### src/rtl/m0_pkg.sv
// Shared types and constants for the m0 front-panel mode input controller.
package m0_pkg;

    typedef enum logic [1:0] {
        SPLASH,
        BROWSE,
        RUN
    } state_t;

    localparam int NUM_BTNS  = 5;
    localparam int BTN_OK    = 0;
    localparam int BTN_UP    = 1;
    localparam int BTN_BACK  = 2;
    localparam int BTN_RIGHT = 3;
    localparam int BTN_DOWN  = 4;

    localparam logic [2:0] MODE_SPLASH = 3'd0;

endpackage

### src/rtl/m0_btn_debounce.sv
// One push-button: 2-flop synchronizer, counting debouncer,
// delayed stable level and single-cycle press pulse.
module m0_btn_debounce #(
    parameter int DEBOUNCE_CYCLES = 1_000_000
) (
    input  logic clk,
    input  logic rst,
    input  logic btn,
    output logic level,
    output logic press
);

    localparam int CW = $clog2(DEBOUNCE_CYCLES);
    localparam logic [CW-1:0] CNT_MAX = CW'(DEBOUNCE_CYCLES - 1);

    logic [1:0]    sync_q;
    logic [CW-1:0] cnt;
    logic          stable;
    logic          stable_q;

    always_ff @(posedge clk) begin
        if (rst) begin
            sync_q   <= '0;
            cnt      <= '0;
            stable   <= 1'b0;
            stable_q <= 1'b0;
            press    <= 1'b0;
        end else begin
            sync_q   <= {sync_q[0], btn};
            stable_q <= stable;
            press    <= stable & ~stable_q;
            if (sync_q[1] == stable) begin
                cnt <= '0;
            end else if (cnt == CNT_MAX) begin
                stable <= ~stable;
                cnt    <= '0;
            end else begin
                cnt <= cnt + 1'b1;
            end
        end
    end

    assign level = stable_q;

endmodule

### src/rtl/m0_mode_input.sv
// Front-panel controller: debounced buttons drive a splash/browse/run
// state machine producing the mode code and one-hot mode enables.
module m0_mode_input
    import m0_pkg::*;
#(
    parameter int DEBOUNCE_CYCLES = 1_000_000,
    parameter int NUM_MODES       = 5
) (
    input  logic        IN_CLK,
    input  logic        IN_RST,
    input  logic        IN_ENABLE,
    input  logic [4:0]  IN_BTN,
    output logic [2:0]  OUT_MODE,
    output logic        OUT_RUN,
    output logic [7:0]  OUT_MODE_EN,
    output logic [15:0] OUT_LED
);

    localparam logic [2:0] MODE_MAX = 3'(NUM_MODES);

    logic [NUM_BTNS-1:0] level;
    logic [NUM_BTNS-1:0] press_raw;
    logic [NUM_BTNS-1:0] press;

    for (genvar i = 0; i < NUM_BTNS; i++) begin : g_btn
        m0_btn_debounce #(
            .DEBOUNCE_CYCLES(DEBOUNCE_CYCLES)
        ) u_db (
            .clk  (IN_CLK),
            .rst  (IN_RST),
            .btn  (IN_BTN[i]),
            .level(level[i]),
            .press(press_raw[i])
        );
    end

    assign press = press_raw & {NUM_BTNS{IN_ENABLE}};

    state_t     state, state_nxt;
    logic [2:0] cursor, cursor_nxt;
    logic [2:0] mode_nxt;
    logic       run_nxt;
    logic [7:0] en_nxt;
    logic       do_ok, do_back, do_up, do_down;

    // Only the highest-priority press acts: confirm > back > up > down
    always_comb begin
        do_ok   = press[BTN_OK];
        do_back = press[BTN_BACK] & ~do_ok;
        do_up   = press[BTN_UP] & ~do_ok & ~press[BTN_BACK];
        do_down = press[BTN_DOWN] & ~do_ok & ~press[BTN_BACK]
                & ~press[BTN_UP];
    end

    always_comb begin
        state_nxt  = state;
        cursor_nxt = cursor;
        unique case (state)
            SPLASH: begin
                if (|press) begin
                    state_nxt  = BROWSE;
                    cursor_nxt = 3'd1;
                end
            end
            BROWSE: begin
                unique case (1'b1)
                    do_ok:   state_nxt = RUN;
                    do_back: state_nxt = SPLASH;
                    do_up:   cursor_nxt = (cursor == MODE_MAX) ?
                                 3'd1 : cursor + 3'd1;
                    do_down: cursor_nxt = (cursor == 3'd1) ?
                                 MODE_MAX : cursor - 3'd1;
                    default: ;
                endcase
            end
            RUN: begin
                if (do_back) state_nxt = BROWSE;
            end
            default: state_nxt = SPLASH;
        endcase

        mode_nxt = (state_nxt == SPLASH) ? MODE_SPLASH : cursor_nxt;
        run_nxt  = (state_nxt == RUN);
        en_nxt   = run_nxt ? (8'd1 << cursor_nxt) : 8'd0;
    end

    always_ff @(posedge IN_CLK) begin
        if (IN_RST) begin
            state       <= SPLASH;
            cursor      <= 3'd1;
            OUT_MODE    <= MODE_SPLASH;
            OUT_RUN     <= 1'b0;
            OUT_MODE_EN <= 8'd0;
        end else begin
            state       <= state_nxt;
            cursor      <= cursor_nxt;
            OUT_MODE    <= mode_nxt;
            OUT_RUN     <= run_nxt;
            OUT_MODE_EN <= en_nxt;
        end
    end

    assign OUT_LED = {OUT_MODE_EN, 3'b000, level};

endmodule

### config.mk
export PLATFORM = sky130hd
export DESIGN_NAME = m0_mode_input
export DESIGN_NICKNAME = d
export VERILOG_FILES = /design/src/rtl/m0_pkg.sv /design/src/rtl/m0_btn_debounce.sv /design/src/rtl/m0_mode_input.sv
export SDC_FILE = /design/constraint.sdc
export NUM_CORES = 1
export LEC_CHECK = 0
export ABC_CLOCK_PERIOD_IN_PS = 2600
export CORE_MARGIN = 2
export CORE_UTILIZATION = 50
export CTS_CLUSTER_DIAMETER = 30
export DETAILED_ROUTE_END_ITERATION = 6
export HOLD_SLACK_MARGIN = 0.15
export PLACE_DENSITY = 0.67
export SLEW_MARGIN = 20
export SYNTH_ARGS = -nofsm -noshare
export SYNTH_HDL_FRONTEND = slang
export SYNTH_HIERARCHICAL = 1
export SYNTH_SLANG_ARGS = --single-unit
### constraint.sdc
create_clock -name IN_CLK -period 2.6 [get_ports IN_CLK]
set_input_delay 0.52 -clock IN_CLK [delete_from_list [all_inputs] [get_ports IN_CLK]]
set_output_delay 0.52 -clock IN_CLK [all_outputs]
set_load 0.02 [all_outputs]
==> results.ini, run 1 <==
[cts]
hold_buffers=0
cts_repair_resize_count=0
clockBufferDepth=2
cts_tree=yes
cts_setup_buffers=0
cts_buffers=17
htree_levels=4
clk_pin_slew_ps=50
cts_root_buffer=clkbuf_16
clock_sinks=142
clk_latency_ps=410

[setup_path]
critPathMaxFanout=6
critPathTopFamily=compound AO/OA/AOI/OAI gates
criticalPathCategory=primary input to flop
cp_num_buf_inv=1
worstSetupStartpointType=primary input
cp_slowest_cell=clkdlybuf4s50_1
rrSetupSlack_ps=580
critical_path_required_ps=2900
crit_arrival_ps=2450
slowest_delay_ps=540
critPathCaptureType=flop
cp_cell_sequence=clkdlybuf4s50_1, or3b_4, o32a_4, a21o_1, a2111oi_2

[timing]
grt_setup_unrepaired=false
finalCriticalPeriod_ps=2150
tightest_slew_ps=737
finalCritPeriodShare_pct=82.6
worst_slew_margin_rel_pct=50.9
max_freq_mhz=465
drv_slew=0
setup_viol=0
setup_tns_ps=0
worst_clock_skew_ps=4.48
hold_violations=0

[routing]
dr.pass1.iters=5
antenna_left=0
wl_um=11900
vias=5038
drt_iter0_drc=244
wl_per_cell_um=12.7
drcViolationCount=0
viasPerCell=5.38

[floorplanning]
core_area_sq_um=12600
initial_utilization_pct=51.3
die_x_um=118
fp-row-count=41
num_io_pins=36
die_area_sq_um=13900
die-height_um=118

[synthesis]
seq_area_frac_synth_pct=43.9
ys_warn_count=6
ys_ff_latch=142
async_reset_ff_share_pct=0
synth_ff_type=dfxtp_1
synth_cells=722
syn_avg_cell_area_sq_um=8.97
synth_area_sq_um=6480
synth-edff-count=0
synthDistinctLibCells=53

[worst_hold_path]
hold_class=flop to flop

[global_routing]
antenna_found_initial=0
grt_usage_pct=18.0
grt_pass1_vias=4637
grt-ovfl-total=0
grt_max_degree=22
grt_pass1_wl_um=20900

[job]
drv_cap=0

[final_layout]
fin_nets=773
syn_to_final_growth_pct=14.7
diodes=0
final_common_cell=dfxtp_1
final_layout_size_suffix_gt1_share_pct=7.71
fillerInstances=1139
stdcell_area_sq_um=7430
regArea_sq_um=2840
multi_input_area_sq_um=3380
layout_common_cells=dfxtp_1 (142), nor2_1 (110), xnor2_1 (60)

[power]
power_density_nw_per_um2=591
p_leak_nw=2.24
peakVddDrop_uv=407

[place]
dpl.hpwl_um=8570
io_buffers=32
gp_congestion=0.822
placed_cell_area_sq_um=6910

[status]
run_status=complete, no violations

==> through the flow <==
stage	worst slack (ps)	instances	total power, W	utilization (%)	hold slack, ps
6_report	452	937	0.00439	58.9	434
5_1_grt	376	937	0.00455	58.9	447
4_1_cts	456	937	0.00446	58.9	439
3_5_place_dp	23.0	909	0.00230	54.8	426
3_3_place_gp	128	909	0.00230	54.8	424
2_1_floorplan	728	724	0.00228	-	414
==> state kept, by name, indices dropped and copies added, names as in the netlist <==
signal and flops:
OUT_MODE_EN 8, OUT_RUN 1, g_btn.u_db/stable 5, g_btn.u_db/cnt 100
OUT_MODE 3, cursor 3, g_btn.u_db/sync_q 10, g_btn.u_db/level 5
state 2, g_btn.u_db/press 5
==> routing by layer <==
layer | wire (um) | share of wire [%] | global-route usage [%] | up-vias
met5 | 0 | 0 | 0 | -
met4 | 226 | 1.9 | 7.98 | 0
met3 | 433 | 3.6 | 4.36 | 15
met2 | 5490 | 46 | 28.2 | 93
met1 | 5760 | 48 | 23.7 | 2341
li1 | - | - | - | 2589
==> worst paths after layout <==
kind                                           start  cells after the start              endpoint
worst min register to register   g_btn[4].u_db/level                      1   g_btn[4].u_db/press
worst max register to register  g_btn[0].u_db/cnt[0]                      5  g_btn[0].u_db/cnt[3]
worst min-delay path             g_btn[4].u_db/level                      1   g_btn[4].u_db/press
worst max-delay path                       IN_ENABLE                      5        OUT_MODE_EN[1]
==> cells in the mapped netlist, types with 2 or more instances <==
| cell type | instances | area [sq um] |
|---|---|---|
| o31ai_1 | 10 | 75.1 |
| nand2_1 | 40 | 150 |
| nor4b_1 | 10 | 87.6 |
| nand3_1 | 36 | 180 |
| and4_1 | 10 | 87.6 |
| mux2i_1 | 5 | 50.1 |
| ha_1 | 9 | 113 |
| clkbuf_1 | 5 | 18.8 |
| nor2_1 | 110 | 413 |
| or4_1 | 10 | 75.1 |
| nand4_1 | 21 | 131 |
| nor3b_1 | 2 | 15.0 |
| a2111oi_2 | 3 | 45.0 |
| or4_4 | 5 | 56.3 |
| nand2b_1 | 12 | 75.1 |
| o31ai_4 | 5 | 106 |
| or3_1 | 5 | 31.3 |
| buf_4 | 11 | 82.6 |
| a21o_1 | 7 | 52.6 |
| and2_1 | 5 | 31.3 |
| nor2b_1 | 14 | 87.6 |
| a21oi_1 | 26 | 130 |
| xor2_1 | 15 | 131 |
| dfxtp_1 | 142 | 2840 |
| or2_2 | 5 | 31.3 |
| nand3_4 | 5 | 87.6 |
| buf_2 | 5 | 25.0 |
| nor4_1 | 20 | 125 |
| xnor2_1 | 60 | 526 |
| and3_1 | 10 | 62.6 |
| o21ai_0 | 3 | 15.0 |
| nor3_1 | 41 | 205 |
| o32ai_2 | 2 | 32.5 |
| inv_1 | 34 | 128 |
==> power by group <==
| group | switching, W | internal, W |
|---|---|---|
| combinational | 0.0000354 | 0.0000275 |
| sequential | 0.00000560 | 0.00219 |
| clock | 0.000810 | 0.00132 |
| total | 0.000851 | 0.00354 |
==> layout make-up <==
| class | count | share of cell area (%) |
|---|---|---|
| sequential | 142 | 38.3 |
| multi-input combinational | 526 | 45.5 |
| clock buffer | 27 | 6.90 |
| inverter | 34 | 1.72 |
| tap | 172 | 2.90 |
| timing repair buffer | 35 | 4.61 |
| clock inverter | 1 | 0.0674 |
==> cells by family after synthesis <==
logic type	Yosys count	synth area share (%)
compound gates	66	8.52
simple gates	368	30.9
fa+ha+maj	9	1.74
xor+xnor	75	10.1
flops	142	43.9
other cells	1	0.0579
buf+inv	56	4.00
mux	5	0.773
Note: power is estimated with default switching activity, not from simulation.
==> inputs of run 2 (changes only) <==
--- a/config.mk
+++ b/config.mk
@@ -5,7 +5,7 @@
 export SDC_FILE = /design/constraint.sdc
 export NUM_CORES = 1
 export LEC_CHECK = 0
-export ABC_CLOCK_PERIOD_IN_PS = 2600
+export ABC_CLOCK_PERIOD_IN_PS = 2150
 export CORE_MARGIN = 2
 export CORE_UTILIZATION = 50
 export CTS_CLUSTER_DIAMETER = 30
==> constraint.sdc (replaced) <==
create_clock -name IN_CLK -period 2.15 [get_ports IN_CLK]
set_input_delay 0.43 -clock IN_CLK [delete_from_list [all_inputs] [get_ports IN_CLK]]
set_output_delay 0.43 -clock IN_CLK [all_outputs]
set_load 0.02 [all_outputs]
==> run 2 against run 1 <==
  * Design area grew 3.1%
  * Global-route usage grew 0.81 points
  * Critical endpoint is now OUT_MODE_EN[6]
  * Clock power grew 46%
  * Critical path depth grew 1
  * Flip-flop and latch count is the same
  * Worst hold slack lost 12 ps
  * Cell count grew 2.0%
  * Total power grew 33%
==> results.ini, run 2 (synthesized netlist as in run 1, its figures left out) <==
[status]
run_status=complete, no violations

[setup_path]
rr_startpoint=cursor[1]
r2r_cells=8  ; +3
critPathCaptureType=flop
critPathMaxFanout=6  ; unchanged
slowest_delay_ps=550  ; about the same
cp_slowest_cell=clkdlybuf4s50_1
worstSetupStartpointType=primary input
criticalPathCategory=primary input to flop
crit_arrival_ps=2330  ; -120 ps
rr_endpoint=OUT_MODE_EN[1]
cp_cell_sequence=clkdlybuf4s50_1, or3b_4, o32ai_2, a21boi_0, o21ai_1, nor3_1
rrSetupSlack_ps=180  ; -400 ps
critical_path_required_ps=2440  ; -460 ps

[power]
switchingPower_w=0.00113  ; +32%
clockPowerShare_pct=53.1  ; +4.5 points
internal_power_w=0.00471  ; +33%
p_sw_share_pct=19.3  ; -0.074 points
power_frac_comb_pct=1.5  ; about the same
seqPwrFrac_pct=45.4  ; -4.6 points
peakVddDrop_uv=560  ; +38%
power_density_nw_per_um2=762  ; +29%
p_leak_nw=2.36  ; +5.3%

[job]
drv_cap=0  ; unchanged

[global_routing]
grt-ovfl-total=0  ; unchanged
grt_max_degree=22  ; unchanged
grt_usage_pct=18.9  ; +0.81 points
grt_pass1_vias=4852  ; +4.6%
antenna_found_initial=0  ; unchanged
grt_pass1_wl_um=21800  ; +4.3%

[place]
io_buffers=32  ; unchanged
placed_cell_area_sq_um=7020  ; +1.6%
dp_cells=924  ; +1.7%
gp_congestion=0.827  ; +0.58%
dpl.hpwl_um=8930  ; +4.2%

[cts]
htree_levels=4  ; unchanged
cts_root_buffer=clkbuf_16
clk_pin_slew_ps=60  ; about the same
clk_latency_ps=410  ; about the same
cts_tree=yes
cts_repair_resize_count=0  ; unchanged
hold_buffers=0  ; unchanged
clock_sinks=142  ; unchanged
cts_setup_buffers=0  ; unchanged
clockBufferDepth=2  ; unchanged
cts_buffers=17  ; unchanged

[final_layout]
fin_cells=956  ; +2.0%
largestRegisters=g_btn.u_db/cnt x100, g_btn.u_db/sync_q x10, OUT_MODE_EN x8
largest_reg_flops=100  ; unchanged
multi_input_area_sq_um=3380  ; unchanged
diodes=0  ; unchanged
syn_to_final_growth_pct=18.2
fillerInstances=1131  ; -0.70%
regMostFlops=g_btn.u_db/cnt
fin_nets=788  ; +1.9%
final_common_cell=dfxtp_1
final_layout_size_suffix_gt1_share_pct=10.5  ; +2.7 points
layout_common_cells=dfxtp_1 (142), nor2_1 (110), xnor2_1 (60)
stdcell_area_sq_um=7660  ; +3.1%
utilization_pct=60.7  ; +1.8 points
regArea_sq_um=2840  ; unchanged

[floorplanning]
die_x_um=118  ; unchanged
die_area_sq_um=13900  ; unchanged
initial_utilization_pct=51.3  ; unchanged
core_area_sq_um=12600  ; unchanged
die-height_um=118  ; unchanged
num_io_pins=36  ; unchanged
fp-row-count=41  ; unchanged

[timing]
max_freq_mhz=491
holdWs_ps=422  ; -11.9 ps
hold_violations=0  ; unchanged
setup_viol=0  ; unchanged
setup_tns_ps=0  ; unchanged
finalCriticalPeriod_ps=2040
drv_slew=0  ; unchanged
finalCritPeriodShare_pct=94.7
worst_clock_skew_ps=5.42  ; +0.941 ps
grt_setup_unrepaired=false

[worst_hold_path]
hold_depth=1  ; unchanged
worstHoldStart=g_btn[4].u_db/level
hold_end=g_btn[4].u_db/press
hold_class=flop to flop

[routing]
wl_um=12500  ; +5.1%
viasPerCell=5.32  ; -0.98%
vias=5090  ; +1.0%
antenna_left=0  ; unchanged
drcViolationCount=0  ; unchanged
wl_per_cell_um=13.1  ; +3.0%
drt_iter0_drc=299  ; +23%
dr.pass1.iters=4  ; -1

-- run 2: cell count changes in the layout (fill, tap and decap cells not counted) --
cell	before	now
buf_4	3	18
bufinv_16	0	4
clkbuf_1	5	1
clkbuf_8	5	3
clkinv_2	1	4
clkinvlp_4	0	3
-- run 2: per-stage QoR --
step	total power [W]	setup WS, ps
2_1_floorplan	0.00275	368
3_3_place_gp	0.00279	-212
3_5_place_dp	0.00279	-299
4_1_cts	0.00589	118
5_1_grt	0.00603	23.0
6_report	0.00583	114
-- run 2: cell type report --
class / count / share of cell area, %
sequential: 142 / 37.1
timing repair buffer: 50 / 5.95
inverter: 34 / 1.67
clock buffer: 21 / 6.14
multi-input combinational: 526 / 44.2
clock inverter: 11 / 2.12
tap: 172 / 2.81
-- run 2: worst max path at each step --
stage              start              to  depth (start not counted)
2_1_floorplan  IN_ENABLE  OUT_MODE_EN[0]                          4
3_3_place_gp   IN_ENABLE  OUT_MODE_EN[0]                          5
3_5_place_dp   IN_ENABLE  OUT_MODE_EN[1]                          5
4_1_cts        IN_ENABLE  OUT_MODE_EN[1]                          5
5_1_grt        cursor[1]  OUT_MODE_EN[1]                          8
6_report       IN_ENABLE  OUT_MODE_EN[6]                          6
-- run 2: routing by layer --
metal	up-vias	global-route usage, %	share of wire [%]
li1	2618	-	-
met5	-	0	0
met1	2380	23.5	48
met2	76	31.2	48
met3	16	4.07	2.9
met4	0	8.66	1.3
-- run 2: worst max-delay path: cells and delay by family --
kind	cells	cell delay, ps
AO/OA/AOI/OAI	3	850
buffers and inverters	1	550
AND/OR/NAND/NOR	2	510
-- run 2: power by group through the flow --
stage,clock network [W],logic (W),registers [W]
floorplan,0,0.0000485,0.00271
global placement,0,0.0000836,0.00271
detailed placement,0,0.0000860,0.00271
CTS,0.00315,0.0000864,0.00265
global route,0.00329,0.0000941,0.00265
finish,0.00310,0.0000852,0.00265
==> inputs of run 3 (changes only) <==
--- a/config.mk
+++ b/config.mk
@@ -5,14 +5,15 @@
 export SDC_FILE = /design/constraint.sdc
 export NUM_CORES = 1
 export LEC_CHECK = 0
+export ABC_AREA = 1
 export ABC_CLOCK_PERIOD_IN_PS = 2150
 export CORE_MARGIN = 2
 export CORE_UTILIZATION = 50
 export CTS_CLUSTER_DIAMETER = 30
 export DETAILED_ROUTE_END_ITERATION = 6
 export HOLD_SLACK_MARGIN = 0.15
-export PLACE_DENSITY = 0.67
-export SLEW_MARGIN = 20
+export PLACE_DENSITY_LB_ADDON = 0.05
+export SLEW_MARGIN = 25
 export SYNTH_ARGS = -nofsm -noshare
 export SYNTH_HDL_FRONTEND = slang
 export SYNTH_HIERARCHICAL = 1
==> run 3 against run 2 <==
  * Register-to-register slack better by 340 ps
  * Clock-buffer cell count increased by 2
  * Global-route usage increased by 0.47 points
  * Via count up 15%
  * Cell count increased by 27%
==> results.ini, run 3 <==
[final_layout]
final_common_cell=nand2_1
diodes=0  ; unchanged
largestRegisters=g_btn.u_db/cnt x100, g_btn.u_db/sync_q x10, OUT_MODE_EN x8
final_layout_size_suffix_gt1_share_pct=15.9  ; +5.4 points
syn_to_final_growth_pct=13.9
largest_reg_flops=100  ; unchanged
fin_cells=1212  ; +27%
utilization_pct=58.5  ; -2.1 points
layout_common_cells=nand2_1 (197), nor2_1 (162), dfxtp_1 (142)
fin_nets=1036  ; +31%
regMostFlops=g_btn.u_db/cnt

[worst_hold_path]
hold_class=flop to flop
hold_depth=2  ; +1

[synthesis]
netlist.area_leader.share_pct=39.9  ; -4.0 points
synth_cells=981  ; +36%
synth_ff_type=dfxtp_1
synth_most_common_cell=nand2_1
synth_area_sq_um=7130  ; +10%
syn_avg_cell_area_sq_um=7.27  ; -19%
synth_area_leaders=dfxtp_1 (40%), nand2_1 (10%), nor2_1 (8.5%)
synthDistinctLibCells=31  ; -42%
async_reset_ff_share_pct=0  ; unchanged
seq_area_frac_synth_pct=39.9  ; -4.0 points
ys_warn_count=6  ; unchanged
synth-edff-count=0  ; unchanged
ys_ff_latch=142  ; unchanged
yosysTopAreaCell=dfxtp_1
ys_top_cells_by_count=nand2_1 (197), nor2_1 (162), dfxtp_1 (142), inv_1 (101), nor2_2 (67)

[global_routing]
top_usage_layer=met2
grt_pass1_wl_um=23900  ; +9.5%
grt_max_degree=32  ; +45%
use_met1_pct=24.3  ; +0.83 points
grt-ovfl-total=0  ; unchanged
antenna_found_initial=0  ; unchanged
grt_usage_pct=19.3  ; +0.47 points
use_met3_pct=4.66  ; +0.59 points
grt.met2_usage_pct=32.7  ; +1.5 points
grt_pass1_vias=5504  ; +13%

[setup_path]
critical_path_required_ps=1720  ; -720 ps
crit_cells=1  ; -5
cp_slowest_cell=clkdlybuf4s50_1
critPathMaxFanout=2  ; -4
r2r_cells=12  ; +4
cp_cell_sequence=clkdlybuf4s50_1
worstSetupStartpointType=flop
crit_arrival_ps=1390  ; -940 ps
critPathCaptureType=output port
criticalPathCategory=flop to output port
critPathTopFamily=buffers and inverters
cp_num_buf_inv=1  ; unchanged
slowest_delay_ps=620  ; +70 ps

[status]
run_status=complete, no violations

[place]
dpl.hpwl_um=9840  ; +10%
io_buffers=32  ; unchanged
gp_congestion=0.853  ; +3.2%
dp_cells=1180  ; +28%

[floorplanning]
num_io_pins=36  ; unchanged
core_area_sq_um=13900  ; +10%
initial_utilization_pct=51.4  ; about the same
fp-row-count=43  ; +4.9%
die-height_um=123  ; +4.8%
die_x_um=123  ; +4.8%
die_area_sq_um=15200  ; +9.7%

[cts]
clk_latency_ps=420  ; about the same
cts_repair_resize_count=0  ; unchanged
cts_root_buffer=clkbuf_16
clk_pin_slew_ps=50  ; about the same
cts_setup_buffers=0  ; unchanged
hold_buffers=0  ; unchanged
clockBufferDepth=2  ; unchanged
clock_sinks=142  ; unchanged
cts_buffers=17  ; unchanged
htree_levels=4  ; unchanged
cts_tree=yes

[power]
peakVddDrop_uv=924  ; +65%
clockPowerShare_pct=51.9  ; -1.2 points
power_density_nw_per_um2=699  ; -8.2%
switchingPower_w=0.00115  ; +1.8%
p_leak_nw=2.75  ; +17%
internal_power_w=0.00453  ; -3.7%
p_sw_share_pct=20.2  ; +0.88 points
seqPwrFrac_pct=46.7  ; +1.3 points
finalPower_w=0.00568  ; -2.6%
power_frac_comb_pct=1.4  ; about the same

[job]
drv_cap=0  ; unchanged

[routing]
wl_per_cell_um=11.1  ; -15%
viasPerCell=4.85  ; -9.0%
drcViolationCount=0  ; unchanged
dr.pass1.iters=6  ; +2
antenna_left=0  ; unchanged
wl_um=13500  ; +7.7%
drt_iter0_drc=281  ; -6.0%
vias=5873  ; +15%

[timing]
grt_setup_unrepaired=false
drv_slew=0  ; unchanged
setup_tns_ps=0  ; unchanged
finalCritPeriodShare_pct=84.5  ; -10 points
finalCriticalPeriod_ps=1820  ; -220 ps
max_freq_mhz=551  ; +12%
holdWs_ps=399  ; -23.8 ps
setup_viol=0  ; unchanged
worst_clock_skew_ps=9.64  ; +4.21 ps
hold_violations=0  ; unchanged

==> run 3: cell type report <==
type / instances / area (sq um)
clock inverters: 9 / 105
well taps: 180 / 225
fillers: 1323 / 5760
repair buffers: 33 / 340
inverters: 105 / 394
flip-flops and latches: 142 / 2840
clock buffers: 23 / 498
multi-input cells: 720 / 3720
==> run 3: layer usage <==
metal | wire [um] | part of all wire [%] | up-vias
li1 | - | - | 3154
met1 | 6630 | 49 | 2598
met2 | 6210 | 46 | 108
met3 | 531 | 3.9 | 13
met4 | 126 | 0.93 | 0
met5 | 0 | 0 | -
==> run 3: final timing paths <==
check | start | end | slack [ps]
setup reg to reg | cursor[1] | OUT_MODE_EN[0] | 520
hold / removal | g_btn[4].u_db/sync_q[0] | g_btn[4].u_db/sync_q[1] | 400
hold reg to reg | g_btn[4].u_db/sync_q[0] | g_btn[4].u_db/sync_q[1] | 400
setup / recovery | g_btn[1].u_db/level | OUT_LED[1] | 330
==> run 3: kinds of logic after synthesis <==
group	count (synthesis)	share of synthesized area, %
simple gates	590	39.7
flops	142	39.9
buf+inv	121	8.09
compound gates	88	7.02
xor+xnor	30	3.68
fa+ha+maj	9	1.58
other cells	1	0.0526
==> run 3: stage by stage <==
stage / instance area [sq um] / worst slack, ps
6_report: 8130 / 334
5_1_grt: 8130 / 268
4_1_cts: 8130 / 292
3_5_place_dp: 7520 / 60.8
3_3_place_gp: 7520 / 111
2_1_floorplan: 7140 / 733
==> run 3: power groups by stage <==
stage	clock (W)	sequential (W)	combinational (W)
2_1_floorplan	0	0.00271	0.0000592
3_3_place_gp	0	0.00271	0.0000816
3_5_place_dp	0	0.00271	0.0000825
4_1_cts	0.00303	0.00265	0.0000827
5_1_grt	0.00314	0.00265	0.0000931
6_report	0.00295	0.00265	0.0000808
